--- src/rtl/mips_pkg.sv ---
// Shared ISA definitions: opcode encodings, bubble opcode, instruction
// word layout and the register-writing classification used by decode,
// execution and writeback.
package mips_pkg;

    // ALU register-register group (000xxx)
    localparam logic [5:0] OP_ADD = 6'b000000;
    localparam logic [5:0] OP_SUB = 6'b000001;
    localparam logic [5:0] OP_AND = 6'b000010;
    localparam logic [5:0] OP_CMP = 6'b000011;
    localparam logic [5:0] OP_OR  = 6'b000100;
    localparam logic [5:0] OP_XOR = 6'b000101;
    localparam logic [5:0] OP_NOT = 6'b000110;
    localparam logic [5:0] OP_MOV = 6'b000111;

    // ALU immediate group (001xxx), data_in carries imm
    localparam logic [5:0] OP_ADI = 6'b001000;
    localparam logic [5:0] OP_SBI = 6'b001001;
    localparam logic [5:0] OP_ANI = 6'b001010;
    localparam logic [5:0] OP_CPI = 6'b001011;
    localparam logic [5:0] OP_ORI = 6'b001100;
    localparam logic [5:0] OP_XRI = 6'b001101;
    localparam logic [5:0] OP_MVI = 6'b001110;
    localparam logic [5:0] OP_LUI = 6'b001111;

    // Control, memory and I/O
    localparam logic [5:0] OP_NOP = 6'b010000;
    localparam logic [5:0] OP_HLT = 6'b010001;
    localparam logic [5:0] OP_LD  = 6'b010100;
    localparam logic [5:0] OP_ST  = 6'b010101;
    localparam logic [5:0] OP_IN  = 6'b010110;
    localparam logic [5:0] OP_OUT = 6'b010111;

    // Shift/rotate group
    localparam logic [5:0] OP_SHL = 6'b011001;
    localparam logic [5:0] OP_SHR = 6'b011010;
    localparam logic [5:0] OP_ROT = 6'b011011;

    // Jumps
    localparam logic [5:0] OP_JMP = 6'b011100;
    localparam logic [5:0] OP_JZ  = 6'b011101;
    localparam logic [5:0] OP_JNZ = 6'b011110;

    // Bubble opcode: zero result, flags untouched downstream
    localparam logic [5:0] NOP_OP = 6'b111111;

    // Fetch-side instruction word layout
    typedef struct packed {
        logic [5:0]  op;
        logic [3:0]  rd;
        logic [3:0]  rs;
        logic [1:0]  rsvd;
        logic [15:0] imm;
    } instr_t;

    // True for every opcode that commits a result to R[rd]
    function automatic logic writes_reg(input logic [5:0] op);
        logic w;
        w = 1'b0;
        if (op[5:3] == 3'b000 && op[2:0] != 3'b011) w = 1'b1;
        if (op[5:3] == 3'b001 && op[2:0] != 3'b011) w = 1'b1;
        if (op == OP_LD || op == OP_IN)              w = 1'b1;
        if (op == OP_SHL || op == OP_SHR || op == OP_ROT) w = 1'b1;
        return w;
    endfunction

endpackage

--- src/rtl/decode_block_register_file.sv ---
// NREG x DW register file: two asynchronous read ports with write-first
// bypass, one synchronous write port, asynchronous active-low clear.
module register_file #(
    parameter int DW   = 16,
    parameter int NREG = 16,
    localparam int AW  = $clog2(NREG)
) (
    input  logic          clk,
    input  logic          reset,
    input  logic          we,
    input  logic [AW-1:0] waddr,
    input  logic [DW-1:0] wdata,
    input  logic [AW-1:0] raddr_a,
    input  logic [AW-1:0] raddr_b,
    output logic [DW-1:0] rdata_a,
    output logic [DW-1:0] rdata_b
);

    logic [NREG-1:0][DW-1:0] regs;

    // One storage word per register; cleared on reset, written on we
    for (genvar g = 0; g < NREG; g++) begin : g_reg
        always_ff @(posedge clk or negedge reset) begin
            if (!reset)
                regs[g] <= '0;
            else if (we && waddr == AW'(g))
                regs[g] <= wdata;
        end
    end

    // Reads see a same-cycle write so decode never stalls on a landing result
    always_comb begin
        rdata_a = regs[raddr_a];
        rdata_b = regs[raddr_b];
        if (we && waddr == raddr_a) rdata_a = wdata;
        if (we && waddr == raddr_b) rdata_b = wdata;
    end

endmodule

--- src/rtl/decode_block.sv ---
// Decode / operand-fetch stage: splits the instruction word, reads two
// operands, tracks outstanding register writes and stops after HLT.
module decode_block
    import mips_pkg::*;
#(
    parameter int         DW     = 16,
    parameter int         NREG   = 16,
    parameter logic [5:0] NOP_OP = 6'b111111
) (
    input  logic          clk,
    input  logic          reset,
    input  logic [31:0]   instr,
    input  logic          instr_valid,
    output logic          instr_ready,
    input  logic [DW-1:0] io_in,
    input  logic          flush,
    input  logic          wb_en,
    input  logic [3:0]    wb_addr,
    input  logic [DW-1:0] wb_data,
    output logic [DW-1:0] A,
    output logic [DW-1:0] B,
    output logic [DW-1:0] data_in,
    output logic [5:0]    op_dec,
    output logic [3:0]    rd_dec,
    output logic          halted
);

    localparam logic [0:0] ST_RUN  = 1'b0;
    localparam logic [0:0] ST_HALT = 1'b1;

    instr_t          iw;
    logic [0:0]      state;
    logic [NREG-1:0] sb, sb_nxt;
    logic [DW-1:0]   rd_val, rs_val, din_sel;
    logic            hazard, accept;
    logic            unused_rsvd;

    assign iw          = instr_t'(instr);
    assign unused_rsvd = ^iw.rsvd;

    register_file #(.DW(DW), .NREG(NREG)) u_rf (
        .clk     (clk),
        .reset   (reset),
        .we      (wb_en),
        .waddr   (wb_addr),
        .wdata   (wb_data),
        .raddr_a (iw.rd),
        .raddr_b (iw.rs),
        .rdata_a (rd_val),
        .rdata_b (rs_val)
    );

    // Stall while rd or rs has a result in flight, unless it lands this cycle
    always_comb begin
        hazard = 1'b0;
        if (sb[iw.rd] && !(wb_en && wb_addr == iw.rd)) hazard = 1'b1;
        if (sb[iw.rs] && !(wb_en && wb_addr == iw.rs)) hazard = 1'b1;
    end

    assign instr_ready = (state == ST_RUN) && !flush && !hazard;
    assign accept      = instr_valid && instr_ready;
    assign halted      = (state == ST_HALT);

    // Third operand: port input for IN, immediate for the 001xxx group
    always_comb begin
        din_sel = '0;
        if (iw.op == OP_IN)
            din_sel = io_in;
        else if (iw.op[5:3] == 3'b001)
            din_sel = DW'(iw.imm);
    end

    // Scoreboard update: clears first so a same-cycle set wins
    always_comb begin
        sb_nxt = sb;
        if (wb_en)
            sb_nxt[wb_addr] = 1'b0;
        if (flush && writes_reg(op_dec))
            sb_nxt[rd_dec] = 1'b0;
        if (accept && writes_reg(iw.op))
            sb_nxt[iw.rd] = 1'b1;
    end

    // Scoreboard register
    always_ff @(posedge clk or negedge reset) begin
        if (!reset) sb <= '0;
        else        sb <= sb_nxt;
    end

    // RUN -> HALT once HLT issues; only reset leaves HALT
    always_ff @(posedge clk or negedge reset) begin
        if (!reset)
            state <= ST_RUN;
        else if (state == ST_RUN && accept && iw.op == OP_HLT && !flush)
            state <= ST_HALT;
    end

    // Output register: accepted instruction, else a bubble
    always_ff @(posedge clk or negedge reset) begin
        if (!reset) begin
            A       <= '0;
            B       <= '0;
            data_in <= '0;
            op_dec  <= NOP_OP;
            rd_dec  <= '0;
        end else if (accept) begin
            A       <= rd_val;
            B       <= rs_val;
            data_in <= din_sel;
            op_dec  <= iw.op;
            rd_dec  <= iw.rd;
        end else begin
            A       <= '0;
            B       <= '0;
            data_in <= '0;
            op_dec  <= NOP_OP;
            rd_dec  <= '0;
        end
    end

endmodule

--- config.mk ---
export PLATFORM = sky130hd
export DESIGN_NAME = decode_block
export DESIGN_NICKNAME = d
export VERILOG_FILES = /design/src/rtl/mips_pkg.sv /design/src/rtl/decode_block_register_file.sv /design/src/rtl/decode_block.sv
export SDC_FILE = /design/constraint.sdc
export NUM_CORES = 1
export LEC_CHECK = 0
export ABC_CLOCK_PERIOD_IN_PS = 4400
export BUFFER_PORTS_ARGS = -buffer_cell sky130_fd_sc_hd__buf_2
export CORE_ASPECT_RATIO = 2
export CORE_MARGIN = 8
export CORE_UTILIZATION = 65
export DETAILED_ROUTE_END_ITERATION = 10
export GPL_ROUTABILITY_DRIVEN = 1
export PLACE_DENSITY = 0.91
export SYNTH_ARGS = -nofsm -noshare
export SYNTH_HDL_FRONTEND = slang
export SYNTH_SLANG_ARGS = --single-unit
--- constraint.sdc ---
create_clock -name clk -period 4.4 [get_ports clk]
set_input_delay 0.66 -clock clk [delete_from_list [all_inputs] [get_ports clk]]
set_output_delay 0.66 -clock clk [all_outputs]
set_load 0.02 [all_outputs]
# --- Yosys cells after proc, flatten, opt, wreduce, memory -nomap -nowiden ---
# Cells that the tools add are included.
totals:
  ff_bits: 331
  latchBits: 0
  romBits: 0
  elab_cells: 152
  memories: 0
  ram_bits: 0
op_classes:
  n_eq_ne: 32
  bitwise: 6
  reduce_logical: 48
  mul: 0
  div_mod_pow: 0
  mux: 36
  magnitude_cmp: 7
  shift: 0
  addsub: 0
ops:
  columns: ["operator", "n"]
  rows:
  - ["16-bit two-way mux", 12]
  - ["16-bit binary-select mux with 4-bit select", 2]
  - ["6-bit by 5-bit == test with 1-bit output (second input constant)", 11]
  - ["1-bit logical AND", 35]
  - ["16-bit bitwise AND", 2]
  - ["4-bit == test (second input constant)", 8]
  - ["16-bit NOT", 2]
  - ["4-bit by 5-bit less-than comparator with 1-bit output (second input constant)", 4]
  - ["4-bit by 3-bit == test with 1-bit output (second input constant)", 4]
  - ["16-bit bitwise OR", 1]
  - ["1-bit two-way mux", 15]
  - ["1-bit demux with 4-bit select", 3]
  - ["4-bit by 1-bit greater-or-equal comparator with 1-bit output (second input constant)", 3]
  - ["1-bit binary-select mux with 4-bit select", 2]
  - ["4-bit by 2-bit == test with 1-bit output (second input constant)", 2]
  - ["4-bit == test", 2]
  - ["3-bit by 1-bit == test with 1-bit output (second input constant)", 2]
  - ["3-bit zero test", 2]
  - ["1-bit logical OR", 6]
  - ["6-bit two-way mux", 1]
  - ["3-bit by 2-bit != test with 1-bit output (second input constant)", 2]
  - ["4-bit by 1-bit == test with 1-bit output (second input constant)", 1]
  - ["1-bit zero test", 4]
  - ["4-bit zero test", 1]
  - ["other kinds (2)", 2]

# --- Logic depth before layout (Yosys ltp) ---
# Gate-level depths: netlist of the first run.
depth:
  ltp_word: 12
  depth_mapped: 8

# --- Cells and area by module ---
# Synthesis of the first run repeated with hierarchy kept, for this count alone.
hier_totals:
  cells_unflattened: 1226
  area_unflattened_um2: 17794.6
modules_own_cells:
  columns: ["module", "instances", "area_per_inst_um2", "cells_each"]
  rows:
  - ["register_file", 1, 14182.4, 885]
  - ["decode_block", 1, 3612.2, 341]

# --- Worst setup path after synthesis of the first run ---
# OpenSTA, ideal clock, no wires.
synth_path:
  path_type: "input port to output port"
  startpoint: "in instr[22]"
  endpoint: "out instr_ready"
  arrival_time_ps: 2501
  slack_ps: 1239
  path_stages: 7
  path_buffers: 2
  path_cell_list: "buf_6 -> mux4_2 -> a22o_1 -> nor2_4 -> o22ai_4 -> buf_6 -> nor3_1"
synth_between:
  elab_chain_len: 8
synth_rtl:
  columns: ["item", "line", "text"]
  rows:
  - ["start, declared", "decode_block.sv:12", "input logic [31:0] instr,"]
  - ["parallel branches: the longest is 3 deep, another holds 1-bit binary-select mux with 4-bit select", null, null]
  - ["1-bit logical AND *", "decode_block.sv:56", "if (sb[iw.rd] && !(wb_en && wb_addr == iw.rd)) hazard = 1'b1;"]
  - ["1-bit two-way mux *", "decode_block.sv:56", null]
  - ["1-bit two-way mux *", "decode_block.sv:57", "if (sb[iw.rs] && !(wb_en && wb_addr == iw.rs)) hazard = 1'b1;"]
  - ["1-bit zero test *", "decode_block.sv:60", "assign instr_ready = (state == ST_RUN) && !flush && !hazard;"]
  - ["1-bit logical AND *", "decode_block.sv:60", null]
  - ["end, declared", "decode_block.sv:14", "output logic instr_ready,"]
# Every way passes the cells marked *. The select of a mux whose other input is x is not followed.

# --- Worst setup path after layout of the first run ---
layout_path:
  startpoint: "in instr[18]"
  endpoint: "out instr_ready"
layout_between:
  elab_chain_len: 7
layout_rtl:
  columns: ["item", "line"]
  rows:
  - ["parallel branches: the longest is 3 deep, another holds 1-bit binary-select mux with 4-bit select", null]
  - ["1-bit logical AND *", "decode_block.sv:57"]
  - ["1-bit two-way mux *", "decode_block.sv:57"]
  - ["1-bit zero test *", "decode_block.sv:60"]
  - ["1-bit logical AND *", "decode_block.sv:60"]
# Marked as above.

==> impl_metrics.json, run 1 <==
{
  "status": "completed",
  "cp.required_ns": 3.74,
  "vias": 11934,
  "grt_busiest_layer": "met2",
  "grt_max_degree": 129,
  "finalCritPeriodShare_pct": 78.0,
  "met1_usage_pct": 35.2,
  "fp.dieW_um": 130,
  "drt_iter0_drc": 1380,
  "wl_per_cell_um": 30.0,
  "cts_sinks": 331,
  "criticalPathCategory": "primary input to primary output",
  "hold_path.class": "primary input to async pin",
  "p_clk_share_pct": 29.0,
  "switchingPower_w": 0.00226,
  "initial_core_util_pct": 66.2,
  "cp-start-kind": "primary input",
  "gp_congestion": 0.901,
  "dieHeight_um": 245,
  "met2_usage_pct": 49.9,
  "leakagePower_nw": 8.05,
  "io_pins": 133,
  "die_area_um2": 31900,
  "grt_pass1_vias": 13035,
  "postCtsHoldBufs": 0,
  "synth_top_area_share_pct": 47.9,
  "slew_headroom_pct": 22.1,
  "ant_nets": 0,
  "h-tree-depth": 1,
  "ys_async_sr_fraction_pct": 100,
  "seqPwrFrac_pct": 49.8,
  "crit_arrival_ns": 2.77,
  "gr-usage-met3_pct": 6.84,
  "r2r_setup_slack_ns": 1.76,
  "synthTopCellsByCount": "dfrtp_1, mux2_2, mux4_2, clkbuf_1, nand2_1",
  "post-synth-top-area-cell": "dfrtp_1",
  "synthFlopType": "dfrtp_1",
  "skew_ns": 0.0196,
  "power.density_nw_per_um2": 431,
  "ff_latch_area_um2": 8290,
  "hold_violations": 0,
  "post_cts_buffers": 0,
  "syn_area_per_cell_um2": 14.5,
  "dpl-instance-area_um2": 18000,
  "swShare_pct": 27.7,
  "ys_ff_latch": 331,
  "ys_seq_area_share_pct": 48.8,
  "vias_per_cell": 7.35,
  "drive_above_1_share_pct": 50.3,
  "hpwl_um": 29800,
  "slew_viol_final": 0,
  "drc": 0,
  "rsz0062_at_grt": "no",
  "critPathMaxFanout": 25,
  "grt_usage_pct": 31.4,
  "synthesis.nets": 1241,
  "cts_root_buffer": "clkbuf_16",
  "grt_pass1_wl_um": 74800,
  "vdd_drop_max_mv": 0.276,
  "clkLatencyLatePin_ns": 0.57,
  "synthMostInstantiatedCell": "dfrtp_1",
  "cts_resized": 0,
  "fmax_ghz": 0.291,
  "fillers": 1488,
  "multiInputGateArea_um2": 8290,
  "syn_inst": 1168,
  "wirelength_um": 48700,
  "tightest_slew_ns": 1.17,
  "clockBufferDepth": 3,
  "fp.coreArea_um2": 25700,
  "overflow": 0,
  "internal_power_w": 0.00589,
  "syn_to_final_growth_pct": 11.1,
  "antenna_found_initial": 3,
  "fin_nets": 1336,
  "maxCapViolCount": 0,
  "firstDrtPassIters": 5,
  "clk_pin_slew_ns": 0.07,
  "rows": 83,
  "setup_tns_ns": 0,
  "cts_tree": "yes",
  "fin_util_pct": 73.6,
  "syn_area_um2": 17000,
  "synth_area_leaders": "dfrtp_1, mux4_2, mux2_2, a22oi_1, clkbuf_1",
  "ys_warn_count": 0,
  "period_minus_slack_ns": 3.43,
  "comb_power_share_pct": 21.2,
  "cts_buffers": 28,
  "portBuffers": 130,
  "synth_cell_types": 50,
  "postLayoutCellArea_um2": 18900,
  "cp-end-kind": "primary output",
  "setup_viol_count_final": 0,
  "synth_edf_count": 0
}
==> power groups by stage <==
stage | clock network [W] | registers [W] | logic [W]
after floorplan | 0 | 0.00389 | 0.00133
after global placement | 0 | 0.00398 | 0.00159
after detailed placement | 0 | 0.00406 | 0.00169
after CTS | 0.00237 | 0.00402 | 0.00172
after global routing | 0.00251 | 0.00410 | 0.00183
final | 0.00236 | 0.00406 | 0.00173
==> kinds of logic (layout without fill, tap and decap cells) <==
group | after synthesis | count (layout) | synth area share, %
XOR/XNOR | 8 | 8 | 0.413
AO/OA/AOI/OAI | 131 | 131 | 5.99
buffers and inverters | 112 | 227 | 2.73
other | 0 | 1 | 0
multiplexers | 419 | 419 | 37.2
flip-flops | 331 | 331 | 48.8
AND/OR/NAND/NOR | 167 | 167 | 4.88
==> flip-flops by register name, indices dropped and copies added, names as in the netlist <==
register   flops
data_in       16
u_rf.regs    256
op_dec         6
A             16
halted         1
rd_dec         4
B             16
sb            16
==> stage by stage <==
stage | total power, W | hold WS, ns | setup slack [ns] | std cells
finish | 0.00814 | 0.204 | 0.968 | 1624
global route | 0.00844 | 0.283 | 0.840 | 1624
CTS | 0.00812 | 0.245 | 0.996 | 1623
detailed placement | 0.00575 | 0.513 | 0.991 | 1573
global placement | 0.00558 | 0.493 | 0.995 | 1573
floorplan | 0.00522 | 0.364 | 1.24 | 1168
==> path summary, 6_finish.rpt <==
kind                                      end  depth (start not counted)           from
worst max-delay path              instr_ready                          7      instr[18]
worst min-delay path            u_rf.regs[33]                          1          reset
worst max register to register           B[3]                          7          sb[7]
worst min register to register  u_rf.regs[42]                          1  u_rf.regs[42]
max in group asynchronous           op_dec[3]                          2          reset
min in group clk                       halted                          2          flush
==> layer usage <==
layer / vias up / routed length [µm]
li1: 4690 / -
met1: 6102 / 15800
met2: 829 / 24200
met3: 309 / 4420
met4: 4 / 4300
met5: - / 24
==> worst max-delay path, stage by stage <==
cell,delay [ns]
buf_4,0.45
mux4_2,0.57
mux2i_1,0.20
mux2_2,0.29
o22ai_4,0.20
nor3_1,0.19
buf_2,0.20
==> layout by cell type, fill, tap and decap left out, drive strengths merged, types with 5 or more instances in the layout <==
cell      n
mux2i    18
nand3    21
buf     169
nor2b     5
mux4    144
dfrtp   325
clkinv    6
or2       6
a21oi    24
and2     10
o311ai    5
nand2    50
xor2      6
o41ai    13
nand2b    8
a22oi    48
mux2    257
nor2     43
clkbuf   42
dfstp     6
nand4     5
inv       7
o221ai   10
o21ai     6
a211oi    8
a211o     8
==> layout make-up <==
class / count / share of cell area [%]
sequential: 331 / 43.9
multi-input combinational: 725 / 43.9
timing repair buffer: 169 / 5.34
clock buffer: 42 / 4.16
tap: 340 / 2.25
clock inverter: 8 / 0.252
inverter: 8 / 0.159
antenna: 1 / 0.0133
Note: power is estimated with default switching activity, not from simulation.
==> run 2, diff against run 1 <==
--- a/config.mk
+++ b/config.mk
@@ -5,14 +5,14 @@
 export SDC_FILE = /design/constraint.sdc
 export NUM_CORES = 1
 export LEC_CHECK = 0
-export ABC_CLOCK_PERIOD_IN_PS = 4400
+export ABC_CLOCK_PERIOD_IN_PS = 3050
 export BUFFER_PORTS_ARGS = -buffer_cell sky130_fd_sc_hd__buf_2
 export CORE_ASPECT_RATIO = 2
 export CORE_MARGIN = 8
-export CORE_UTILIZATION = 65
+export CORE_UTILIZATION = 55
 export DETAILED_ROUTE_END_ITERATION = 10
 export GPL_ROUTABILITY_DRIVEN = 1
-export PLACE_DENSITY = 0.91
+export PLACE_DENSITY = 0.83
 export SYNTH_ARGS = -nofsm -noshare
 export SYNTH_HDL_FRONTEND = slang
 export SYNTH_SLANG_ARGS = --single-unit
==> constraint.sdc (replaced) <==
create_clock -name clk -period 3.05 [get_ports clk]
set_input_delay 0.4575 -clock clk [delete_from_list [all_inputs] [get_ports clk]]
set_output_delay 0.4575 -clock clk [all_outputs]
set_load 0.02 [all_outputs]
==> run 2 against run 1 <==
The flow now finishes with violations (design-rule violations). Sequential cell count is the same. Cell count grew 3.4%. Clock skew shrank 0.0067 ns. Critical path depth shrank 1. Total power grew 49%. Global-route usage shrank 5.8 points. Hold slack lost 0.074 ns. Sequential power grew 43%. Largest cell class unchanged. Highest routed layer unchanged.
==> impl_metrics.json, run 2 (synthesis results as in run 1) <==
{
  "vias_per_cell": 6.97,
  "drc": 1,
  "drive_above_1_share_pct": 51.9,
  "cts_root_buffer": "clkbuf_16",
  "critPathMaxStageDelay_ns": 0.48,
  "maxCapViolCount": 0,
  "critPathBufInv": 1,
  "die_area_um2": 37100,
  "cp-end-kind": "primary output",
  "portBuffers": 130,
  "grt_pass1_vias": 12356,
  "clk_pin_slew_ns": 0.07,
  "syn_to_final_growth_pct": 13.9,
  "vdd_drop_max_mv": 0.611,
  "fp.coreArea_um2": 30600,
  "power.density_nw_per_um2": 628,
  "final_cell_mix": "dfrtp_1, mux2_2, mux4_2",
  "grt_max_degree": 75,
  "antenna_found_initial": 1,
  "io_pins": 133,
  "largest_register_ffs": 256,
  "grt_pass1_wl_um": 73100,
  "initial_core_util_pct": 55.5,
  "post_cts_buffers": 0,
  "wirelength_um": 46900,
  "vias": 11701,
  "period_minus_slack_ns": 2.80,
  "cp-start-kind": "register",
  "firstDrtPassIters": 8,
  "hold_path.class": "primary input to register",
  "mostFrequentLayoutCell": "dfrtp_1",
  "cp.required_ns": 2.59,
  "rows": 91,
  "slew_viol_final": 0,
  "setup_tns_ns": 0,
  "skew_ns": 0.0129,
  "fin_util_pct": 63.2,
  "min_path_cells": 2,
  "r2r_cells": 6,
  "final_cells": 1679,
  "fp.dieW_um": 140,
  "rsz0062_at_grt": "no",
  "violations": "design-rule violations",
  "place_inst": 1625,
  "setup_viol_count_final": 0,
  "clockBufferDepth": 3,
  "tightest_slew_ns": 0.918,
  "cpLargestDelayFamily": "multiplexers",
  "h-tree-depth": 1,
  "criticalPathCategory": "register to primary output",
  "registers.top_by_ff_count": "u_rf.regs",
  "cp.depth": 6,
  "cts_buffers": 29,
  "fin_nets": 1358,
  "cts_tree": "yes",
  "crit_arrival_ns": 2.34,
  "dieHeight_um": 265,
  "wl_per_cell_um": 27.9,
  "ant_nets": 0,
  "gp_congestion": 0.883,
  "grt_usage_pct": 25.6,
  "drt_iter0_drc": 1035,
  "status": "finished with violations",
  "overflow": 0,
  "hold_violations": 0,
  "critical_path.slowest_cell": "mux4_2",
  "antenna_cells": 0,
  "cts_resized": 0,
  "cp_cell_sequence": "mux4_2 -> a22o_1 -> nor2_4 -> o22ai_4 -> nor3_1 -> buf_2",
  "finalCritPeriodShare_pct": 91.6,
  "cts_sinks": 331,
  "leakagePower_nw": 8.29,
  "slew_headroom_pct": 38.5,
  "critPathMaxFanout": 3,
  "hpwl_um": 29000,
  "clkLatencyLatePin_ns": 0.57,
  "fmax_ghz": 0.358
}
run 2: changes by cell type in the layout (fill, tap and decap cells not counted), moves of 4 or more:
cell | previous run | this run
buf_12 | 4 | 12
clkbuf_1 | 12 | 1
bufinv_16 | 0 | 4
clkbuf_8 | 1 | 6
buf_4 | 37 | 49
clkinv_2 | 5 | 9
run 2: final cells by class:
cell class              instances  area (µm²)
flip-flops and latches        331        8290
inverters                       8        30.0
clock buffers                  36         812
fillers                      2150       11300
multi-input cells             725        8280
clock inverters                17         198
well taps                     372         465
repair buffers                190        1270
run 2: where the power goes:
part	switching [W]	internal [W]
clock	0.00167	0.00223
sequential	0.000619	0.00519
combinational	0.000894	0.00154
total	0.00318	0.00896
run 2: path summary, 6_finish.rpt:
kind                                     start        endpoint  slack (ns)
worst max-delay path                     sb[6]     instr_ready        0.25
worst min-delay path                     flush          halted        0.13
worst max register to register       op_dec[2]           sb[1]        0.68
worst min register to register  u_rf.regs[169]  u_rf.regs[169]        0.53
max in group asynchronous                reset     data_in[10]        1.74
min in group asynchronous                reset   u_rf.regs[82]        0.46
run 2: worst reg2reg max path: stages, from the launching register on:
cell      delay (ns)
dfstp_2         0.56
or3b_2          0.46
o311ai_0        0.14
buf_4           0.20
nand4b_1        0.31
o311ai_0        0.42
o41ai_1         0.14
run 2: layer usage:
| layer | track usage, % | vias to the layer above | routed length (µm) |
|---|---|---|---|
| met5 | 0 | - | 10 |
| met3 | 6.41 | 174 | 4910 |
| met2 | 40.3 | 795 | 22200 |
| met4 | 14.4 | 2 | 2700 |
| met1 | 31.9 | 5973 | 17100 |
| li1 | - | 4757 | - |
run 2: per-stage QoR:
step	setup WS (ns)	cell area (µm²)	hold slack, ns	power, W
6_report	0.255	19300	0.131	0.0121
5_1_grt	0.183	19300	0.125	0.0126
4_1_cts	0.248	19300	0.112	0.0122
3_5_place_dp	0.401	18300	0.473	0.00827
3_3_place_gp	0.421	18300	0.466	0.00804
2_1_floorplan	0.294	17000	0.162	0.00753
run 2: what timing repair did:
action / 4_1_cts / 5_1_grt
hold buffers: 1 / 0
setup endpoints to repair: 0 / 0
endpoints found under the hold margin: 62 / 0
